### config.mk
export PLATFORM = sky130hd
export DESIGN_NAME = binarize_ctrl
export DESIGN_NICKNAME = d
export VERILOG_FILES = /design/src/rtl/binarize_ctrl.sv
export SDC_FILE = /design/constraint.sdc
export NUM_CORES = 1
export LEC_CHECK = 0
export CAP_MARGIN = 0
export CORE_MARGIN = 5
export CORE_UTILIZATION = 48
export CTS_CLUSTER_DIAMETER = 80
export DETAILED_ROUTE_END_ITERATION = 8
export DONT_BUFFER_PORTS = 1
export GPL_TIMING_DRIVEN = 0
export PLACE_DENSITY = 0.65
export SLEW_MARGIN = 20
export SYNTH_ARGS = -nofsm -noshare
export SYNTH_HDL_FRONTEND = slang
export SYNTH_SLANG_ARGS = --single-unit
### constraint.sdc
create_clock -name clk -period 1.72 [get_ports clk]
set_input_delay 0.086 -clock clk [delete_from_list [all_inputs] [get_ports clk]]
set_output_delay 0.086 -clock clk [all_outputs]
set_load 0.01 [all_outputs]
### src/rtl/binarize_ctrl.sv
// Frame sequencer for histogram-threshold binarization: clears the bin counters, streams pass-1
// pixels as one-hot bin increments, latches the encoder threshold, then streams pass-2 binary pixels.
module binarize_ctrl #(
   parameter int unsigned FRAME_PIXELS = 4096,
   parameter int unsigned CNT_W        = 14,
   parameter int unsigned CLR_CYCLES   = 2,
   parameter int unsigned SEARCH_LAT   = 3
) (
   input  logic         clk,
   input  logic         clear_n,
   input  logic         start,
   input  logic         pix_valid,
   input  logic [7:0]   pix_data,
   output logic         pix_ready,
   output logic         cnt_clear,
   output logic [255:0] cnt_inc_en,
   input  logic [7:0]   thr_code,
   output logic         out_valid,
   output logic         out_bit,
   input  logic         out_ready,
   output logic [7:0]   threshold,
   output logic         busy,
   output logic         done
);

   localparam int unsigned PCNT_W  = $clog2(FRAME_PIXELS + 1);
   localparam int unsigned TMR_MAX = (CLR_CYCLES > SEARCH_LAT) ? CLR_CYCLES : SEARCH_LAT;
   localparam int unsigned TMR_W   = (TMR_MAX < 2) ? 1 : $clog2(TMR_MAX);

   localparam logic [PCNT_W-1:0] LAST_PIX  = PCNT_W'(FRAME_PIXELS - 1);
   localparam logic [PCNT_W-1:0] FULL_PIX  = PCNT_W'(FRAME_PIXELS);
   localparam logic [TMR_W-1:0]  CLR_LAST  = TMR_W'(CLR_CYCLES - 1);
   localparam logic [TMR_W-1:0]  SRCH_LAST = TMR_W'(SEARCH_LAT - 1);

   // Reject parameter sets the counter bank or the sequencer cannot honour.
   generate
      if (FRAME_PIXELS == 0 || FRAME_PIXELS >= (32'd1 << CNT_W)) begin : g_bad_frame
         $error("binarize_ctrl: FRAME_PIXELS must be nonzero and below 2**CNT_W");
      end
      if (CLR_CYCLES == 0 || SEARCH_LAT == 0) begin : g_bad_lat
         $error("binarize_ctrl: CLR_CYCLES and SEARCH_LAT must be at least 1");
      end
   endgenerate

   typedef enum logic [2:0] {
      S_IDLE,
      S_CLEAR,
      S_ACCUM,
      S_FLUSH,
      S_SEARCH,
      S_BIN
   } state_e;

   state_e              state_q;
   logic [PCNT_W-1:0]   pcnt_q;
   logic [TMR_W-1:0]    timer_q;
   logic                cnt_clear_q;
   logic [255:0]        cnt_inc_en_q;
   logic                out_valid_q;
   logic                out_bit_q;
   logic [7:0]          threshold_q;
   logic                busy_q;

   logic in_hs;
   logic out_hs;
   logic last_out;

   // In BIN the single output slot may refill in the same cycle it drains.
   assign pix_ready = (state_q == S_ACCUM) ||
                      ((state_q == S_BIN) && (pcnt_q != FULL_PIX) && (out_ready || !out_valid_q));
   assign in_hs     = pix_valid && pix_ready;
   assign out_hs    = out_valid_q && out_ready;
   assign last_out  = (state_q == S_BIN) && out_hs && (pcnt_q == FULL_PIX);

   assign cnt_clear  = cnt_clear_q;
   assign cnt_inc_en = cnt_inc_en_q;
   assign out_valid  = out_valid_q;
   assign out_bit    = out_bit_q;
   assign threshold  = threshold_q;
   assign busy       = busy_q;
   assign done       = last_out;

   always_ff @(posedge clk or negedge clear_n) begin
      if (!clear_n) begin
         state_q      <= S_IDLE;
         pcnt_q       <= '0;
         timer_q      <= '0;
         cnt_clear_q  <= 1'b0;
         cnt_inc_en_q <= '0;
         out_valid_q  <= 1'b0;
         out_bit_q    <= 1'b0;
         threshold_q  <= 8'h00;
         busy_q       <= 1'b0;
      end else begin
         cnt_inc_en_q <= '0;
         case (state_q)
            S_IDLE: begin
               if (start) begin
                  state_q     <= S_CLEAR;
                  cnt_clear_q <= 1'b1;
                  timer_q     <= '0;
                  busy_q      <= 1'b1;
               end
            end
            S_CLEAR: begin
               if (timer_q == CLR_LAST) begin
                  cnt_clear_q <= 1'b0;
                  pcnt_q      <= '0;
                  state_q     <= S_ACCUM;
               end else begin
                  timer_q <= timer_q + TMR_W'(1);
               end
            end
            S_ACCUM: begin
               if (in_hs) begin
                  cnt_inc_en_q <= 256'(1) << pix_data;
                  pcnt_q       <= pcnt_q + PCNT_W'(1);
                  if (pcnt_q == LAST_PIX) begin
                     state_q <= S_FLUSH;
                  end
               end
            end
            S_FLUSH: begin
               timer_q <= '0;
               state_q <= S_SEARCH;
            end
            S_SEARCH: begin
               if (timer_q == SRCH_LAST) begin
                  threshold_q <= thr_code;
                  pcnt_q      <= '0;
                  state_q     <= S_BIN;
               end else begin
                  timer_q <= timer_q + TMR_W'(1);
               end
            end
            S_BIN: begin
               if (in_hs) begin
                  out_bit_q   <= (pix_data >= threshold_q);
                  out_valid_q <= 1'b1;
                  pcnt_q      <= pcnt_q + PCNT_W'(1);
               end else if (out_hs) begin
                  out_valid_q <= 1'b0;
               end
               if (last_out) begin
                  state_q <= S_IDLE;
                  busy_q  <= 1'b0;
               end
            end
            default: begin
               state_q <= S_IDLE;
            end
         endcase
      end
   end

endmodule

==> metrics <==
fraction of layout cells with a size suffix above 1=about 17%; GRT Resource Usage Total=about 23%; Peak supply drop=between 1 and 1.5 mV; Post-Syn Nets=approximately 890; final WL=27.94 mm; unrepaired setup endpoints after global routing=true; vias=roughly 6600; status=finished with violations; Synth Flop Type=dfrtp_1; Crit path arrival time=1.90 ns; final period utilization=115.6%; final setup vio count=18; Post-synth ARST share=100.0%; Cell Area, Synth=slightly below 0.01 mm²; Synth cell types=49; Nets=roughly 970; Simple-Gate Fraction of Synth Area=between 10% and 20%; DR pass1 iterations=5; CTS max path bufs=3; post-synthesis adder-cell area fraction=under 10%; critical path type=reg -> out; Worst setup EP type=output pin; CTS sink count=between 200 and 300; Root Driver=clkbuf_16; dpl cell area=0.01027 mm²; worst setup margin=-0.2680 ns; CTS tree=built; critical path data required time=roughly 1.6 ns; die boundary height=between 150 and 200 µm; yosys warns=0; Core Footprint=~0.02 mm²; largest net degree at the start of global routing=roughly 290; clk_lat worst skew=between 0.5 and 0.6 ns; initial DRC count=between 200 and 300; XOR/XNOR Fraction of Synth Area=less than 1%; commonest non-fill, non-tap cell in the layout=dfrtp_1; post-route cell area=about 0.012 mm²; CTS Buf Count=29; Post-synth EDFFs=0; wire length on met3=2.230 mm; total number of H-tree levels=1; critical path launch point type=flop; vias in the first global route=about 6600; multiplexer area fraction after synthesis=less than 1%; sequential share of the synthesized area=roughly 72%; most frequent cells in the layout=dfrtp_1, nor2_1, nor3_1; Mapped Avg Cell Area=between 10 and 15 µm²; Worst Hold Class=in -> async; Power Density=~1300 mW/mm²; Starting Density=48.90%; width of the die=between 150 and 200 µm; grt total ovfl=0; final hold vios=293; Pleak=between 5 and 6 nW; post-DR wirelength/cell=22.85 µm; initial antenna violation count=0; largest family of logic cells by synthesized area=simple AND/OR/NAND/NOR gates; fmax=just over 500 MHz; Final Critical Period=between 1.5 and 2 ns; GP Congestion=about 0.82; Slew Limit Fails=0; Layout area overhead=20.92%; Cells after Synth=around 860; CP Max Fanout=5; Tightest Pin Transition=0.9074 ns; Max Cap Viol=0; hold slack=-0.7476 ns; Final HPWL DP=roughly 19 mm; vias per cell=around 5.4; cell row count=52; Yosys reg bits=about 290; Setup Skew=roughly 0.013 ns; number of port buffers=0; compound-gate portion of the synthesized area=3.428%; Die ar.=around 0.024 mm²; Worst-path clk slew=about 0.06 ns; Slew headroom=between 30% and 40%; first-pass GRT wire length=around 43 mm; I/O pin cnt=291; Antenna Nets Post-Route=0; wire length on met2=13.57 mm; Routed met1 length=between 10 and 15 mm; Diodes inserted=0; drt drc=0; max layer used=met4; failing checks=hold timing, setup timing
per-stage QoR:
step                total power [W]  setup slack (ns)   TNS, ns  utilization (%)  cells
global placement           0.008509           -0.3139    -20.12            50.61   1128
detailed placement         0.008533           -0.3310    -25.34            50.61   1128
finish                      0.01552           -0.2680    -2.913            59.13   1223
floorplan                  0.008195         -0.006111  -0.01080                -    858
global route                0.01619           -0.3708    -4.246            59.13   1223
CTS                         0.01546           -0.2675    -2.599            58.03   1214
layout make-up:
class / instances / area, µm²
Buffer: 47 / 257.7
Clock buffer: 39 / 813.3
Clock inverter: 13 / 203.9
Fill cell: 1681 / 8295
Inverter: 16 / 60.06
Multi-Input combinational cell: 505 / 2749
Sequential cell: 286 / 7163
Tap cell: 270 / 337.8
Timing Repair Buffer: 47 / 419.2
sequential cells by signal, summed over array words and instances (netlist names):
signal and cells:
cnt_inc_en 256, pcnt_q 13, threshold 8, state_q 3
timer_q 2, busy 1, cnt_clear 1, out_bit 1
out_valid 1
where the power goes:
group	switching, W	internal (W)
combinational	0.000965	0.000811
sequential	0.000222	0.00692
clock	0.00254	0.00406
total	0.00373	0.0118
logic make-up (layout without fill, tap and decap cells):
logic type / Yosys count / count (layout)
mux: 4 / 4
xor+xnor: 1 / 1
buf+inv: 67 / 162
flops: 286 / 286
fa+ha+maj: 12 / 12
compound gates: 55 / 55
simple gates: 433 / 433
synth_stat cells, drive strengths merged, types with 2 or more instances:
library cell  number  area, µm²
dfrtp            286       7157
nor2             212      795.8
nor3              72      360.4
nand2             69      259.0
clkbuf            41      156.4
o21ai             28      143.9
nand3             20      105.1
inv               16      60.06
ha                12      150.1
nand2b            12      75.07
nand4             11      68.82
nor2b             11      68.82
buf               10      72.57
a21oi              8      40.04
and2               7      43.79
o31ai              5      37.54
mux2               3      33.78
nor4               3      18.77
a31oi              2      12.51
nor3b              2      25.02
o31a               2      17.52
o41ai              2      17.52
or2                2      12.51
or3b               2      20.02
or4                2      15.01
repair_timing:
action | in CTS | in global routing
hold buffers | 21 | 1
endpoints found under the setup margin | 226 | 141
gates cloned | 2 | 1
pin swaps | 27 | 8
endpoints found under the hold margin | 369 | 318
setup buffers | 15 | 8
gates resized for setup | 61 | 57
path summary, 6_finish.rpt:
check	end	start	cells past startpoint	slack, ns
setup reg to reg	pcnt_q[5]$_DFFE_PN0P_	timer_q[0]$_DFFE_PN0P_	7	-0.22
min in group clk	cnt_inc_en[54]$_DFF_PN0_	pix_data[4]	3	-0.01
setup / recovery	done	pcnt_q[9]$_DFFE_PN0P_	4	-0.27
hold / removal	pcnt_q[2]$_DFFE_PN0P_	clear_n	0	-0.75
hold reg to reg	pcnt_q[3]$_DFFE_PN0P_	pcnt_q[3]$_DFFE_PN0P_	1	0.55
max in group asynchronous	pcnt_q[6]$_DFFE_PN0P_	clear_n	0	1.67
layer usage:
layer,global-route usage [%],up-vias
li1,-,2946
met1,31.25,3331
met2,37.08,271
met3,7.055,54
met4,6.560,0
met5,0,-
critical path, cell delays in order, from the launching register on:
cell	delay (ns)
dfrtp_1	0.47
nor4bb_4	0.33
nand3_1	0.15
or2_4	0.30
nor2_4	0.12
No activity file was read; power rests on OpenSTA's default activity.
